[config.mk]
export PLATFORM = sky130hd
export DESIGN_NAME = esn_offchip_loader
export DESIGN_NICKNAME = d
export VERILOG_FILES = /design/src/rtl/esn_pkg.sv /design/src/rtl/esn_addr_wrap.sv /design/src/rtl/esn_offchip_loader.sv
export SDC_FILE = /design/constraint.sdc
export NUM_CORES = 1
export LEC_CHECK = 0
export CAP_MARGIN = 30
export CORE_MARGIN = 1.5
export CORE_UTILIZATION = 25
export CTS_CLUSTER_SIZE = 24
export DETAILED_ROUTE_END_ITERATION = 8
export SYNTH_ARGS = -nofsm -noshare
export SYNTH_HDL_FRONTEND = slang
export SYNTH_HIERARCHICAL = 1
export SYNTH_SLANG_ARGS = --single-unit
[constraint.sdc]
create_clock -name clk -period 3.22 [get_ports clk]
set_clock_uncertainty 0.2 [all_clocks]
set_input_delay 0.644 -clock clk [delete_from_list [all_inputs] [get_ports clk]]
set_output_delay 0.644 -clock clk [all_outputs]
set_load 0.01 [all_outputs]
[src/rtl/esn_pkg.sv]
// Shared ESN definitions: heap array selects, SRAM state encodings and the
// off-chip loader FSM state type.
package esn_pkg;

    localparam logic [2:0] SEL_X    = 3'd0;
    localparam logic [2:0] SEL_W    = 3'd1;
    localparam logic [2:0] SEL_WIN  = 3'd2;
    localparam logic [2:0] SEL_WINB = 3'd3;
    localparam logic [2:0] SEL_WOUT = 3'd4;

    localparam logic [1:0] ST_IDLE  = 2'b00;
    localparam logic [1:0] ST_WRITE = 2'b01;
    localparam logic [1:0] ST_RUN   = 2'b10;

    typedef enum logic [1:0] {
        LD_IDLE   = 2'd0,
        LD_LOAD   = 2'd1,
        LD_FINISH = 2'd2
    } ld_state_e;

endpackage

[src/rtl/esn_addr_wrap.sv]
// Registered heap address counter: load has priority over increment, and the
// increment wraps from node_num-1 back to 0.
module esn_addr_wrap #(
    parameter int addr_length = 10,
    parameter int node_num    = 1000
) (
    input  logic                   clk,
    input  logic                   rst,
    input  logic                   load_i,
    input  logic [addr_length-1:0] load_val_i,
    input  logic                   inc_i,
    output logic [addr_length-1:0] addr_o
);

    logic [addr_length-1:0] addr_q, addr_d;

    always_comb begin
        addr_d = addr_q;
        if (load_i) begin
            addr_d = load_val_i;
        end else if (inc_i) begin
            addr_d = (addr_q == addr_length'(node_num - 1)) ? '0 : addr_q + 1'b1;
        end
    end

    always_ff @(posedge clk) begin
        if (rst) begin
            addr_q <= '0;
        end else begin
            addr_q <= addr_d;
        end
    end

    assign addr_o = addr_q;

endmodule

[src/rtl/esn_offchip_loader.sv]
// Streams off-chip words into one ESN heap array through the heap's registered
// off-chip write port. Optional running checksum: LOADER_CHECKSUM_EN.
module esn_offchip_loader
    import esn_pkg::*;
#(
    parameter int addr_length = 10,
    parameter int bit_length  = 32,
    parameter int node_num    = 1000
) (
    input  logic                   clk,
    input  logic                   rst,
    input  logic                   start,
    input  logic [2:0]             cmd_sel,
    input  logic [addr_length-1:0] cmd_base,
    input  logic [addr_length:0]   cmd_len,
    input  logic                   in_valid,
    output logic                   in_ready,
    input  logic [bit_length-1:0]  in_data,
    output logic [1:0]             SRAM_State,
    output logic [2:0]             SEL_inSRAM_offchip,
    output logic [addr_length-1:0] addr_inSRAM_offchip,
    output logic [bit_length-1:0]  Data_offchip,
    output logic                   busy,
    output logic                   done,
    output logic                   err,
`ifdef LOADER_CHECKSUM_EN
    output logic [bit_length-1:0]  checksum,
`endif
    output logic [1:0]             dbg_state
);

    // Stream handshake: a word transfers on every rising edge where
    // in_valid && in_ready; in_ready is registered and depends only on state.
    ld_state_e              state_q, state_d;
    logic [2:0]             sel_q;
    logic [addr_length:0]   len_q, cnt_q;
    logic [addr_length-1:0] cur_addr;
    logic                   in_ready_q, err_d, addr_load, accept, last_word;
    logic                   bad_sel, bad_range;
    logic [1:0]             sram_state_q;
    logic [2:0]             sel_out_q;
    logic [addr_length-1:0] addr_out_q;
    logic [bit_length-1:0]  data_out_q;
    logic                   done_q, err_q;

    assign accept    = in_valid & in_ready_q;
    assign last_word = accept && (cnt_q == len_q - 1'b1);
    assign bad_sel   = cmd_sel > SEL_WOUT;
    assign bad_range = (cmd_len > (addr_length + 1)'(node_num)) ||
                       (cmd_base >= addr_length'(node_num));

    always_comb begin
        state_d   = state_q;
        err_d     = 1'b0;
        addr_load = 1'b0;
        case (state_q)
            LD_IDLE: begin
                if (start) begin
                    if (bad_sel) begin
                        err_d = 1'b1;
                    end else if (cmd_len == '0) begin
                        state_d = LD_FINISH;
                    end else if (bad_range) begin
                        err_d = 1'b1;
                    end else begin
                        state_d   = LD_LOAD;
                        addr_load = 1'b1;
                    end
                end
            end
            LD_LOAD: begin
                if (last_word) state_d = LD_FINISH;
            end
            LD_FINISH: state_d = LD_IDLE;
            default:   state_d = LD_IDLE;
        endcase
    end

    esn_addr_wrap #(
        .addr_length(addr_length),
        .node_num   (node_num)
    ) u_addr (
        .clk       (clk),
        .rst       (rst),
        .load_i    (addr_load),
        .load_val_i(cmd_base),
        .inc_i     (accept),
        .addr_o    (cur_addr)
    );

    always_ff @(posedge clk) begin
        if (rst) begin
            state_q      <= LD_IDLE;
            sel_q        <= '0;
            len_q        <= '0;
            cnt_q        <= '0;
            in_ready_q   <= 1'b0;
            sram_state_q <= ST_IDLE;
            sel_out_q    <= '0;
            addr_out_q   <= '0;
            data_out_q   <= '0;
            done_q       <= 1'b0;
            err_q        <= 1'b0;
        end else begin
            state_q    <= state_d;
            in_ready_q <= (state_d == LD_LOAD);
            err_q      <= err_d;
            done_q     <= (state_q == LD_FINISH);
            if (state_q == LD_IDLE && start) begin
                sel_q <= cmd_sel;
                len_q <= cmd_len;
            end
            if (addr_load) begin
                cnt_q <= '0;
            end else if (accept) begin
                cnt_q <= cnt_q + 1'b1;
            end
            // Write-port fields only move with a fresh word; otherwise they hold.
            if (accept) begin
                sram_state_q <= ST_WRITE;
                sel_out_q    <= sel_q;
                addr_out_q   <= cur_addr;
                data_out_q   <= in_data;
            end else begin
                sram_state_q <= ST_IDLE;
            end
        end
    end

`ifdef LOADER_CHECKSUM_EN
    logic [bit_length-1:0] csum_q;

    always_ff @(posedge clk) begin
        if (rst) begin
            csum_q <= '0;
        end else if (state_q == LD_IDLE && start && !err_d) begin
            csum_q <= '0;
        end else if (accept) begin
            csum_q <= csum_q + in_data;
        end
    end

    assign checksum = csum_q;
`endif

    assign in_ready            = in_ready_q;
    assign busy                = (state_q != LD_IDLE);
    assign done                = done_q;
    assign err                 = err_q;
    assign SRAM_State          = sram_state_q;
    assign SEL_inSRAM_offchip  = sel_out_q;
    assign addr_inSRAM_offchip = addr_out_q;
    assign Data_offchip        = data_out_q;
    assign dbg_state           = state_q;

endmodule

==> impl_metrics.tcl, run 1 <==
set metrics [dict create \
    status "finished, violations left" \
    violations "design-rule violations" \
    crit_path_cell_trace "clkdlybuf4s50_1, nor4_1, nor3_1, nor4_1, and3_2, o211ai_1, nor3_1, xnor2_1, o22ai_1" \
    tightest_slew_ps 508 \
    track_usage_pct 13.4 \
    firstDrtPassIters 6 \
    drv_slew 0 \
    ir_drop_uv 264 \
    max_freq_mhz 346 \
    cts_hold_buf 0 \
    finalWeightedCongestion 0.770 \
    synthTopCellsByArea "dfxtp_1 46%, nand2_1 14%, a21oi_1 8.4%" \
    grt_max_degree 48 \
    regArea_um2 1720 \
    hp-start "addr_inSRAM_offchip[2]" \
    synth_top_cell_by_area "dfxtp_1" \
    synth_edf_count 0 \
    io_pins 113 \
    synth_most_common_cell "nand2_1" \
    rsz0062_at_grt "no" \
    grt_pass1_vias 3469 \
    p_leak_uw 0.00187 \
    fp.dieH_um 126 \
    vias_per_cell 4.62 \
    syn-cell-area_um2 3770 \
    holdWs_ps 253 \
    synth_ff_type "dfxtp_1" \
    postLayoutCellArea_um2 5360 \
    placed_area_um2 5050 \
    drtIter0Drc 163 \
    ctsResizeCount 0 \
    max_stage_delay_ps 420 \
    p_per_area_nw_per_um2 468 \
    r2r_slack_ps 960 \
    antenna_cells 0 \
    dr_total_vias 3518 \
    drive_gt1_share_pct 6.76 \
    drv_cap 0 \
    die_w_um 126 \
    fin_crit_ps 2890 \
    cts.clk_slew.worst_paths_ps 60 \
    hold_viol 0 \
    syn_nets 533 \
    antenna_left 0 \
    critPathCaptureType "flop" \
    crit_buf_inv 1 \
    ys_seq_area_share_pct 45.7 \
    cp_max_fo 6 \
    insertion_delay_ps 340 \
    postSynthCellCount 470 \
    areaGrowthSynthToFinish_pct 42.2 \
    synth_top_area_share_pct 45.7 \
    hp-class "reg -> reg" \
    ctsHtreeMaxLevel 3 \
    multi_input_area_um2 1880 \
    cts_made_buffers 9 \
    fp.coreArea_um2 14600 \
    clockBufferDepth 2 \
    tritoncts "yes" \
    arrival_ps 2910 \
    cts.sinks 86 \
    reg2reg_depth 8 \
    cp_slowest_cell "clkdlybuf4s50_1" \
    finalCritPeriodShare_pct 89.6 \
    nNetsFinal 635 \
    cp_data_required_time_ps 3240 \
    rows 44 \
    grt_pass1_wl_mm 17.0 \
    antenna_found_initial 0 \
    crit_type "in -> reg" \
    port_buffers 111 \
    ys_types 53 \
    async_flop_share_pct 0 \
    min_to "addr_inSRAM_offchip[2]" \
    dpl.hpwl_mm 7.56 \
    yosys-top-cells-count "137 x nand2_1, 86 x dfxtp_1, 63 x a21oi_1" \
    holdPathStages 2 \
    finalPower_uw 2510 \
    syn_avg_cell_area_um2 8.02 \
    initial_core_util_pct 25.7 \
    ys_warn_count 6 \
    max_slew_margin_pct 66.1 \
    root_buffer "clkbuf_16" \
    post_cts_buffers 0 \
    gr-total-overflow 0 \
    r2r_start "len_q[0]" \
    drcViolationCount 7 \
    setup_viol_count_final 0 \
    die_area_um2 15800 \
    final.fill_count 1510 \
    cp_top_family "simple AND/OR/NAND/NOR gates" \
    avgRoutedWirePerCell_um 13.5 \
    fin_tns_setup_ps 0 \
    wl_mm 10.3 \
    ys_seq_elements 86 \
    startpoint_type "input port" \
    worstReg2RegEnd "dbg_state[0]" \
]
==> metal layers <==
layer / global-route usage, % / wire, µm
met1: 16.3 / 4580
met2: 22.1 / 4830
met3: 3.74 / 641
met4: 5.75 / 240
met5: 0 / 0
==> layout by cell type (no fill, tap or decap), drive strengths merged, types with 2 or more instances in the layout <==
master and instances:
xor2 17, clkdlybuf4s50 110, nand2b 2, o21a 5, clkbuf 11, a21boi 2, o31a 2, a211oi 3
inv 11, a221oi 2, a21oi 63, nand3 10, dfxtp 86, and2 3, and4 2, buf 10
and3 4, nand4 5, nand2 137, a31oi 3, o21ai 5, clkinv 4, a22oi 2, o22ai 3
ha 3, nor3 8, mux2i 3, xnor2 13, nor4 7, nor2 24
==> worst reg2reg max path: cells and delay by family (launching register included) <==
kind / cells / cell delay [ps]
adders and majority gates: 1 / 270
AOI/OAI and AO/OA: 4 / 680
and+or+nand+nor: 1 / 450
DFF: 1 / 360
buffers and inverters: 1 / 80
muxes: 1 / 140
==> cell type report <==
| cell class | instances | area share, % |
|---|---|---|
| well taps | 184 | 4.30 |
| clock inverters | 5 | 1.07 |
| clock buffers | 11 | 4.72 |
| repair buffers | 120 | 21.9 |
| flip-flops and latches | 86 | 32.1 |
| multi-input cells | 344 | 35.1 |
| inverters | 11 | 0.771 |
==> sequential cells by signal (all words and copies together) (netlist names), 2 cells and up <==
register             flops
SEL_inSRAM_offchip       3
dbg_state                2
u_addr/addr_o           10
cnt_q                   11
sel_q                    3
addr_inSRAM_offchip     10
len_q                   11
Data_offchip            32
==> cell families after synthesis <==
logic type                 after synthesis  share of synthesized area (%)
and+or+nand+nor                        209                           25.0
AOI/OAI and AO/OA                       98                           16.0
DFF                                     86                           45.7
buffers and inverters                   40                           4.48
xor gates and xnor gates                30                           6.97
adders and majority gates                3                          0.996
muxes                                    3                          0.797
other                                    1                         0.0995
==> worst max-delay path by stage <==
| stage | from | endpoint | slack (ps) | cells past startpoint |
|---|---|---|---|---|
| after floorplan | cmd_len[0] | u_addr/addr_o[7] | 650 | 9 |
| after global placement | cmd_len[0] | u_addr/addr_o[7] | 120 | 9 |
| after detailed placement | cmd_len[0] | u_addr/addr_o[7] | -10 | 9 |
| after CTS | cmd_len[0] | u_addr/addr_o[7] | 370 | 9 |
| after global routing | cmd_len[0] | u_addr/addr_o[6] | 160 | 9 |
| final | cmd_len[0] | u_addr/addr_o[7] | 330 | 9 |
==> power breakdown <==
| group | switching, µW | internal (µW) | total [µW] |
|---|---|---|---|
| Sequential | 34.5 | 1100 | 1130 |
| Clock | 430 | 643 | 1070 |
| Combinational | 143 | 160 | 303 |
==> per-stage QoR <==
stage	utilization [%]	setup WS [ps]	cells
after floorplan	-	645	470
final	36.6	334	761
after CTS	36.6	369	761
after detailed placement	34.5	-14.9	745
after global routing	36.6	161	761
after global placement	34.5	124	745
Note: power is estimated with default switching activity, not from simulation.
==> run 2, diff against run 1 <==
--- a/config.mk
+++ b/config.mk
@@ -5,7 +5,6 @@
 export SDC_FILE = /design/constraint.sdc
 export NUM_CORES = 1
 export LEC_CHECK = 0
-export CAP_MARGIN = 30
 export CORE_MARGIN = 1.5
 export CORE_UTILIZATION = 25
 export CTS_CLUSTER_SIZE = 24
==> constraint.sdc (replaced) <==
create_clock -name clk -period 3.66 [get_ports clk]
set_clock_uncertainty 0.2 [all_clocks]
set_input_delay 0.732 -clock clk [delete_from_list [all_inputs] [get_ports clk]]
set_output_delay 0.732 -clock clk [all_outputs]
set_load 0.01 [all_outputs]
==> run 2 against run 1 <==
Against the previous run:
- the flow still finishes with violations (design-rule violations)
- sequential power is 12% lower
- clock-buffer cell count is 1 lower
- first-iteration DRC count is 1.2% lower
- non-clock buffer count is 2 lower
- via count is 0.17% higher
- largest cell class unchanged
==> impl_metrics.tcl, run 2 (synthesis gave the netlist of run 1 again) <==
set metrics [dict create \
    finalWeightedCongestion 0.810 \
    p_per_area_nw_per_um2 421 \
    mostFrequentLayoutCells "136 x nand2_1, 110 x clkdlybuf4s50_1, 86 x dfxtp_1, 63 x a21oi_1, 24 x nor2_1" \
    drv_slew 0 \
    fp.dieH_um 126 \
    insertion_delay_ps 350 \
    areaGrowthSynthToFinish_pct 42.1 \
    min_to "addr_inSRAM_offchip[0]" \
    finalCritPeriodShare_pct 78.7 \
    ctsHtreeMaxLevel 3 \
    die_area_um2 15800 \
    hold_viol 0 \
    ir_drop_uv 230 \
    dpl.hpwl_mm 7.48 \
    initial_core_util_pct 25.7 \
    wl_mm 10.2 \
    cts_hold_buf 0 \
    drive_gt1_share_pct 6.43 \
    swShare_pct 23.7 \
    p_leak_uw 0.00187 \
    antenna_cells 0 \
    crit_type "in -> reg" \
    antenna_left 0 \
    cp_max_fo 7 \
    rows 44 \
    p_switching_uw 533 \
    hp-start "addr_inSRAM_offchip[0]" \
    fin_crit_ps 2880 \
    tightest_slew_ps 516 \
    setup_viol_count_final 0 \
    grt_pass1_wl_mm 17.0 \
    cts.clk_slew.worst_paths_ps 60 \
    port_buffers 111 \
    reg2reg_depth 8 \
    track_usage_pct 13.5 \
    grt_pass1_vias 3455 \
    mostFrequentLayoutCell "nand2_1" \
    dr_total_vias 3524 \
    firstDrtPassIters 6 \
    grt_busiest_layer "met2" \
    die_w_um 126 \
    drtIter0Drc 161 \
    fin_tns_setup_ps 0 \
    pwr-share-seq_pct 44.2 \
    antenna_found_initial 0 \
    avgRoutedWirePerCell_um 13.5 \
    vias_per_cell 4.64 \
    critPathCaptureType "flop" \
    hp-class "reg -> reg" \
    post_cts_buffers 0 \
    finalPower_uw 2250 \
    cp_data_required_time_ps 3690 \
    ctsResizeCount 0 \
    grt_use_met2_pct 22.1 \
    max_slew_margin_pct 65.6 \
    holdPathStages 2 \
    r2r_start "len_q[0]" \
    status "finished, violations left" \
    power.share.combinational_pct 11.7 \
    violations "design-rule violations" \
    cts.sinks 86 \
    clockBufferDepth 2 \
    drv_cap 0 \
    nNetsFinal 633 \
    p_int_uw 1720 \
    arrival_ps 2910 \
    gr-total-overflow 0 \
    rsz0062_at_grt "no" \
    io_pins 113 \
    r2r_slack_ps 1390 \
    use_met3_pct 4.33 \
    p_clk_share_pct 44.0 \
    largest_reg_flops 32 \
    drcViolationCount 7 \
    grt_max_degree 48 \
    max_freq_mhz 347 \
    worstReg2RegEnd "in_ready" \
    cts_made_buffers 9 \
    met1_usage_pct 16.5 \
    tritoncts "yes" \
    fp.coreArea_um2 14600 \
    root_buffer "clkbuf_16" \
    startpoint_type "input port" \
]
run 2: cell types whose count changed in the layout (fill, tap and decap cells not counted), sizes merged:
| cell | previous run | this run |
|---|---|---|
| clkinv | 4 | 3 |
| buf | 10 | 8 |
| bufinv | 1 | 2 |
| clkbuf | 11 | 10 |
| inv | 11 | 12 |
run 2: worst max-delay path, stage by stage:
cell	delay (ps)
clkdlybuf4s50_1	430
nor4_1	380
nor3_1	140
nor4_1	260
and3_2	330
o211ai_1	150
nor3_1	240
xnor2_1	140
o22ai_1	90
run 2: per-layer routing:
layer,vias up,part of all wire (%)
met5,-,0
li1,1779,-
met4,0,1.6
met1,1649,46
met2,82,47
met3,14,5.8
run 2: how the worst max path moves through the flow:
stage | slack [ps] | from | end | cells past startpoint
final | 780 | cmd_len[0] | u_addr/addr_o[7] | 9
after global routing | 610 | cmd_len[0] | u_addr/addr_o[7] | 9
after CTS | 800 | cmd_len[0] | u_addr/addr_o[7] | 9
after detailed placement | 430 | cmd_len[0] | u_addr/addr_o[7] | 9
after global placement | 450 | cmd_len[0] | u_addr/addr_o[7] | 9
after floorplan | 1000 | cmd_len[0] | u_addr/addr_o[7] | 9
run 2: final cells by class:
type                            count  area, µm²
Timing Repair Buffer              118       1160
Sequential cell                    86       1720
Inverter                           11       41.3
Fill cell                        1472       9290
Tap cell                          184        230
Multi-Input combinational cell    344       1880
Clock buffer                       10        239
Clock inverter                      6       83.8
run 2: metrics by stage:
stage          hold WS (ps)  cells  instance area [µm²]  utilization, %  worst slack (ps)
2_1_floorplan           232    470                 3770               -               997
3_3_place_gp            242    743                 5030            34.4               455
3_5_place_dp            248    743                 5030            34.4               433
4_1_cts                 257    759                 5350            36.6               803
5_1_grt                 272    759                 5350            36.6               609
6_report                254    759                 5350            36.6               781
run 2: power groups by stage:
stage / logic [µW] / clock network (µW) / registers, µW
2_1_floorplan: 138 / 0 / 1010
3_3_place_gp: 261 / 0 / 1020
3_5_place_dp: 265 / 0 / 1020
4_1_cts: 267 / 1030 / 995
5_1_grt: 293 / 1060 / 1000
6_report: 265 / 992 / 996
